==> config.mk <==
export PLATFORM = sky130hd
export DESIGN_NAME = shape_bag_generator
export DESIGN_NICKNAME = d
export VERILOG_FILES = /design/src/rtl/tetris_pkg.sv /design/src/rtl/lfsr16.sv /design/src/rtl/shape_bag_generator.sv
export SDC_FILE = /design/constraint.sdc
export NUM_CORES = 1
export LEC_CHECK = 0
export ABC_AREA = 1
export CAP_MARGIN = 20
export CORE_ASPECT_RATIO = 0.6
export CORE_MARGIN = 2
export CORE_UTILIZATION = 45
export CTS_CLUSTER_SIZE = 16
export DETAILED_ROUTE_END_ITERATION = 8
export HOLD_SLACK_MARGIN = 0.15
export PLACE_DENSITY_LB_ADDON = 0.08
export SETUP_SLACK_MARGIN = 0.5
export SLEW_MARGIN = 20
export SYNTH_ARGS = -nofsm -noshare
export SYNTH_HDL_FRONTEND = slang
export SYNTH_SLANG_ARGS = --single-unit
==> constraint.sdc <==
create_clock -name clk -period 8.5 [get_ports clk]
set_clock_uncertainty 0.2 [all_clocks]
set_input_delay 2.55 -clock clk [delete_from_list [all_inputs] [get_ports clk]]
set_output_delay 2.55 -clock clk [all_outputs]
set_load 0.005 [all_outputs]
==> src/rtl/tetris_pkg.sv <==
// Shared shape constants and generator state encoding.
// Used by the bag generator and the bitmap decoder.
package tetris_pkg;

  localparam int SHAPE_W    = 3;
  localparam int NUM_SHAPES = 7;

  localparam logic [SHAPE_W-1:0] SHAPE_O = 3'd0;
  localparam logic [SHAPE_W-1:0] SHAPE_I = 3'd1;
  localparam logic [SHAPE_W-1:0] SHAPE_T = 3'd2;
  localparam logic [SHAPE_W-1:0] SHAPE_L = 3'd3;
  localparam logic [SHAPE_W-1:0] SHAPE_J = 3'd4;
  localparam logic [SHAPE_W-1:0] SHAPE_S = 3'd5;
  localparam logic [SHAPE_W-1:0] SHAPE_Z = 3'd6;

  localparam logic [15:0] LFSR_POLY = 16'hB400;

  typedef enum logic [1:0] {
    FILL_CUR,
    FILL_NEXT,
    READY,
    DRAW
  } bag_state_t;

endpackage

==> src/rtl/lfsr16.sv <==
// 16-bit Galois LFSR, free running.
// A zero load value is replaced by the seed so it never locks up.
module lfsr16
  import tetris_pkg::*;
#(
  parameter logic [15:0] SEED = 16'hACE1
) (
  input  logic        clk,
  input  logic        rst,
  input  logic        load,
  input  logic [15:0] load_val,
  output logic [15:0] state
);

  always_ff @(posedge clk) begin
    if (rst)
      state <= SEED;
    else if (load)
      state <= (load_val == 16'd0) ? SEED : load_val;
    else
      state <= {1'b0, state[15:1]}
             ^ (state[0] ? LFSR_POLY : 16'd0);
  end

endmodule

==> src/rtl/shape_bag_generator.sv <==
// 7-bag shape source: current and preview ids
// handed over on a req/valid handshake.
module shape_bag_generator
  import tetris_pkg::*;
#(
  parameter logic [15:0] LFSR_SEED = 16'hACE1,
  parameter int          MAX_TRIES = 8
) (
  input  logic               clk,
  input  logic               rst,
  input  logic               seed_load,
  input  logic [15:0]        seed_val,
  input  logic               req,
  output logic [SHAPE_W-1:0] shape_id,
  output logic [SHAPE_W-1:0] next_id,
  output logic               valid,
  output logic [2:0]         bag_remaining
);

  localparam logic [2:0] LAST = 3'(MAX_TRIES - 1);

  bag_state_t            state;
  logic [NUM_SHAPES-1:0] used;
  logic [2:0]            tries;
  logic [15:0]           lfsr;
  logic                  unused_lfsr;

  lfsr16 #(.SEED(LFSR_SEED)) u_lfsr (
    .clk      (clk),
    .rst      (rst),
    .load     (seed_load),
    .load_val (seed_val),
    .state    (lfsr)
  );

  assign unused_lfsr = ^lfsr[15:3];

  logic [2:0]            cand;
  logic [7:0]            used8;
  logic                  hit;
  logic                  done_draw;
  logic [2:0]            first_free;
  logic [2:0]            pick;
  logic [NUM_SHAPES-1:0] set_mask;
  logic [NUM_SHAPES-1:0] nxt_used;
  logic [2:0]            cnt;
  logic [2:0]            rem;

  // bit 7 stands in for the never-valid candidate 7
  assign cand      = lfsr[2:0];
  assign used8     = {1'b1, used};
  assign hit       = ~used8[cand];
  assign done_draw = hit || (tries == LAST);

  always_comb begin
    first_free = 3'd0;
    for (int i = NUM_SHAPES - 1; i >= 0; i--)
      if (!used[i]) first_free = 3'(i);
  end

  assign pick     = hit ? cand : first_free;
  assign set_mask = used | (7'd1 << pick);
  assign nxt_used = (&set_mask) ? '0 : set_mask;

  always_comb begin
    cnt = 3'd0;
    for (int i = 0; i < NUM_SHAPES; i++)
      cnt = cnt + 3'(nxt_used[i]);
  end

  assign rem = 3'd7 - cnt;

  always_ff @(posedge clk) begin
    if (rst) begin
      state         <= FILL_CUR;
      used          <= '0;
      tries         <= 3'd0;
      shape_id      <= SHAPE_O;
      next_id       <= SHAPE_O;
      valid         <= 1'b0;
      bag_remaining <= 3'd7;
    end else if (seed_load) begin
      state         <= FILL_CUR;
      used          <= '0;
      tries         <= 3'd0;
      valid         <= 1'b0;
      bag_remaining <= 3'd7;
    end else begin
      unique case (state)
        READY: begin
          if (req) begin
            shape_id <= next_id;
            valid    <= 1'b0;
            state    <= DRAW;
          end
        end
        FILL_CUR, FILL_NEXT, DRAW: begin
          if (done_draw) begin
            if (state == FILL_CUR)
              shape_id <= pick;
            else
              next_id <= pick;
            used          <= nxt_used;
            bag_remaining <= rem;
            tries         <= 3'd0;
            valid         <= (state != FILL_CUR);
            state         <= (state == FILL_CUR)
                           ? FILL_NEXT : READY;
          end else begin
            tries <= tries + 3'd1;
          end
        end
      endcase
    end
  end

endmodule
# Word level (Yosys, flattened, before mapping)
# Cells that the tools add are included.
[op_classes]
n_addsub = 8
n_lt_le_gt_ge = 1
eq_ne = 7
shift = 1
mux = 26
bitwise = 5
n_reduce_logical = 11
[ops]
columns = ["operator", "count"]
rows = [
  ["16-bit 2-to-1 mux", 3],
  ["3-bit 2-to-1 mux", 12],
  ["16-bit zero test", 1],
  ["15-bit by 16-bit XOR with 16-bit output", 1],
  ["3-bit by 1-bit adder with 3-bit output", 4],
  ["4-bit AND reduction", 2],
  ["7-bit 2-to-1 mux", 1],
  ["7-bit bitwise OR", 1],
  ["7-bit AND reduction", 1],
  ["1-bit by 3-bit << shifter with 7-bit output (first input constant)", 1],
  ["2-bit 2-to-1 mux", 3],
  ["2-bit inequality test (second input constant)", 3],
  ["3-bit one-hot mux with 2 select lines", 1],
  ["2-bit == test (second input constant)", 2],
  ["3-bit by 4-bit less-than comparator with 1-bit output (second input constant)", 1],
  ["2-bit one-hot mux with 2 select lines", 1],
  ["2-bit AND reduction", 2],
  ["2-bit by 1-bit adder with 3-bit output", 1],
  ["3-bit by 1-bit adder with 3-bit output (second input constant)", 1],
  ["1-bit binary-select mux with 3-bit select", 1],
  ["3-bit == test (second input constant)", 1],
  ["1-bit 2-to-1 mux", 3],
  ["1-bit inverter", 3],
  ["3-bit OR reduction", 1],
  ["other kinds (8)", 8],
]
[totals]
register_bits = 38
output_inout_bits = 10

# Logic depth before layout (Yosys ltp)
[logic_depth]
word_depth = 19
depth_mapped = 25
depth_no_buf = 23

# Hierarchy
# A second synthesis with hierarchy kept.
[hier_totals]
hier_cells = 301
hier_area_um2 = 2085.8
[modules_own_cells]
columns = ["module", "n_inst", "cells_per_inst", "area_each_um2", "seq_area_each_um2"]
rows = [
  ["shape_bag_generator", 1, 196, 1377.6, 440.4],
  ["lfsr16", 1, 105, 708.2, 320.3],
]

# Worst setup path after synthesis
# OpenSTA, ideal clock, no wires.
[synth_timing]
path_type = "input-to-reg"
startpoint = "input rst"
endpoint = "register u_lfsr.state[10]"
arrival_ps = 3401
t_required_ps = 8162
path_slack_ps = 4761
cell_stages = 5
path_cell_list = "clkbuf_1 > nor2_1 > inv_1 > nor2_1 > a22oi_1"
[synth_rtl]
columns = ["element", "line_no", "rtl"]
rows = [
  ["start, declared", "shape_bag_generator.sv:10", "input logic rst,"],
  ["end signal, assigned", "lfsr16.sv:19", "state <= (load_val == 16'd0) ? SEED : load_val;"],
  ["end signal, assigned", "lfsr16.sv:21", "state <= {1'b0, state[15:1]}"],
  ["end, declared", "lfsr16.sv:12", "output logic [15:0] state"],
]

# Worst setup path after layout
[layout_timing]
startpoint = "input rst"
endpoint = "register used[5]"
[layout_between]
elab_chain_len = 1
[layout_lines]
columns = ["element", "line_no", "rtl"]
rows = [
  ["2-bit OR reduction (no line)", "--", ""],
  ["end signal, assigned", "shape_bag_generator.sv:103", "used <= nxt_used;"],
  ["end, declared", "shape_bag_generator.sv:23", "logic [NUM_SHAPES-1:0] used;"],
]
# Every way passes these cells.
# A chain may end at the register's enable or synchronous reset.

==> run summary <==
H-tree levels: 2
Mapped Cells: 260
number of global-route vias before repair: 1500
Max transition margin: 37.6%
via count of the routed design: 1749
vias per inst: 4.97
die span in x: 89.2 um
slowest cell on the critical path: nor2_1
Layout fillers: 410
post-CTS sizing: 0
CTS tree: yes
root buffer cell: clkbuf_8
Die Span Y: 55.1 um
Final Max Slew Viols: 0
Leak Pwr: 1.02 nW
port buffer count: 29
final WL: 4460 um
worst skew pair latency: 300 ps
hold slack: 237 ps
Ports: 30
number of nets in the layout: 319
largest net degree at the start of global routing: 15
fmax: 204 MHz
Sum Neg Setup Slack: 0 ps
Synthesized Nets: 288
r2r setup slk: 4420 ps
most frequent cells in the layout: nand2_1 (68), dfxtp_1 (38), clkdlybuf4s50_1 (29), nor2_1 (26), nand3_1 (22)
Clk pwr share: 31.1%
postcts setup bufs: 0
die area: 0.00491 mm^2
fin crit period: 4910 ps
register area share after synthesis: 38.8%
crit path to: used[5]$_SDFFE_PP0P_
Final GP Congestion: 0.793
Crit Path Max Fanout: 14
Seq cells post-synth: 38
Worst setup startpoint: rst
residual DRC count: 0
num rows: 18
# setup viols final: 0
CP endpoint kind: flip-flop
worst-case vdd ir drop: 92.5 uV
1st-iter DRT viols: 117
Net Switching: 131 uW
Comb pwr share: 22.2%
initial antenna violation count: 0
cell internal pwr: 297 uW
grt total ovfl: 0
Reg2Reg Depth: 23
clock buffer depth: 2
final hold violation count: 0
WL/cell: 12.7 um
global-route wire length before repair: 7350 um
Core ar.: 0.00414 mm^2
DRT antenna net count: 0
RR Endpoint: bag_remaining[2]$_SDFFE_PP1P_
WP data required: 8540 ps
Initial Util: 47.3%
Hold Crit Start: u_lfsr.state[5]$_SDFF_PP1_
unrepaired setup endpoints after global routing: false
Slew @ Worst Pin: 933 ps
Clock transition at path regs: 70 ps
period utilization: 57.7%
CP most frequent cell: nor2_1
crit start category: primary input
status: complete, no violations
hold crit path type: reg2reg
Max Cap Viol: 0
First-pass DRT Iterations: 4
CTS Hold Buffers Added: 0
CTS Buf Count: 5
crit path cell chain: clkdlybuf4s50_1 > nor2_1 > inv_1 > nor2_1 > nand3_1 > nand2_1
Crit Path Category: in2reg
Switching Share: 30.6%
biggest cell delay along the critical path: 760 ps
# diodes: 0
worst r2r src: u_lfsr.state[0]$_SDFF_PP1_
pwr dens: 179 mW/mm^2
clock sink total: 38
Unique masters post-synth: 31
most common cell after layout, fill and taps aside: nand2_1
YS warnings: 0
area grow syn2layout: 21.8%
Reg power frac: 46.7%
Global Route Usage Sum: 20.4%
Synth Cell Area: 0.00196 mm^2
fin util: 57.6%
syn_area_per_cell: 7.54 um^2
share of cells above drive strength 1: 11.0%
Worst EP arrival: 4950 ps
post-DP HPWL: 3440 um
-- cells in the mapped netlist --
cell type | instances | area (um^2)
nand4_1 | 1 | 6.26
or2_1 | 1 | 6.26
o211ai_1 | 1 | 7.51
o21ai_2 | 1 | 8.76
xnor2_1 | 4 | 35.0
a211oi_1 | 3 | 22.5
buf_6 | 2 | 22.5
nand2_4 | 5 | 56.3
inv_2 | 1 | 3.75
inv_6 | 1 | 8.76
a22oi_1 | 4 | 30.0
o21ai_0 | 5 | 25.0
ha_1 | 5 | 62.6
nand3_2 | 3 | 30.0
o2111ai_1 | 3 | 26.3
nor2_1 | 26 | 97.6
a22o_1 | 3 | 26.3
nand2_1 | 68 | 255
nor2_2 | 2 | 12.5
nand3_1 | 22 | 110
clkinv_1 | 1 | 3.75
inv_1 | 21 | 78.8
nor4_1 | 4 | 25.0
nor3_1 | 3 | 15.0
clkbuf_1 | 3 | 11.3
a21oi_1 | 14 | 70.1
dfxtp_1 | 38 | 761
o21bai_2 | 1 | 11.3
a21boi_0 | 1 | 7.51
nand2_2 | 10 | 62.6
fa_1 | 3 | 60.1
-- stage by stage --
stage	std cells	area, um^2	worst slack, ps	power [mW]
6_report	352	2390	3590	0.427
3_3_place_gp	344	2290	3380	0.299
4_1_cts	352	2390	3620	0.429
3_5_place_dp	344	2290	3320	0.298
2_1_floorplan	260	1960	4760	0.264
5_1_grt	352	2390	3340	0.454
-- area by class of cell --
| cell class | count | area [um^2] | share of cell area, % |
|---|---|---|---|
| Clock buffer | 6 | 82.6 | 3.46 |
| Clock inverter | 2 | 12.5 | 0.524 |
| Inverter | 24 | 95.1 | 3.99 |
| Multi-Input combinational cell | 193 | 1070 | 44.8 |
| Sequential cell | 38 | 761 | 31.9 |
| Tap cell | 60 | 75.1 | 3.15 |
| Timing Repair Buffer | 29 | 290 | 12.2 |
-- metal layers --
| metal | vias up | GRT usage (%) | share of wire [%] |
|---|---|---|---|
| li1 | 922 | - | - |
| met3 | 7 | 7.57 | 6.7 |
| met1 | 768 | 31.3 | 54 |
| met5 | - | 0 | 0 |
| met2 | 52 | 26.0 | 38 |
| met4 | 0 | 5.47 | 1.2 |
-- sequential cells by signal (all words and copies together), names as in the netlist --
| signal | count |
|---|---|
| next_id | 3 |
| u_lfsr.state | 16 |
| bag_remaining | 3 |
| state | 2 |
| used | 7 |
| valid | 1 |
| tries | 3 |
| shape_id | 3 |
-- how the worst min path moves through the flow --
stage	cells past startpoint	to
6_report	2	u_lfsr.state[4]$_SDFF_PP0_
5_1_grt	2	u_lfsr.state[4]$_SDFF_PP0_
4_1_cts	2	u_lfsr.state[4]$_SDFF_PP0_
3_5_place_dp	2	u_lfsr.state[4]$_SDFF_PP0_
3_3_place_gp	2	u_lfsr.state[4]$_SDFF_PP0_
2_1_floorplan	2	u_lfsr.state[2]$_SDFF_PP0_
-- power by group through the flow --
| stage | sequential (mW) | clock (mW) | combinational [mW] |
|---|---|---|---|
| detailed placement | 0.203 | 0 | 0.0950 |
| CTS | 0.199 | 0.134 | 0.0959 |
| global route | 0.201 | 0.144 | 0.109 |
| global placement | 0.204 | 0 | 0.0949 |
| floorplan | 0.201 | 0 | 0.0629 |
| finish | 0.200 | 0.133 | 0.0950 |
-- cell families (layout without fill, tap and decap cells) --
| logic type | after synthesis | in the layout | share of synthesized area (%) |
|---|---|---|---|
| simple gates | 145 | 145 | 34.5 |
| xor+xnor | 4 | 4 | 1.79 |
| buf+inv | 29 | 61 | 6.58 |
| compound gates | 36 | 36 | 12.0 |
| flops | 38 | 38 | 38.8 |
| fa+ha+maj | 8 | 8 | 6.26 |
-- critical path, delay by kind of cell --
kind / cells / cell delay (ps)
buffers and inverters: 2 / 960
AND/OR/NAND/NOR: 4 / 1420
No activity file was read; power rests on OpenSTA's default activity.
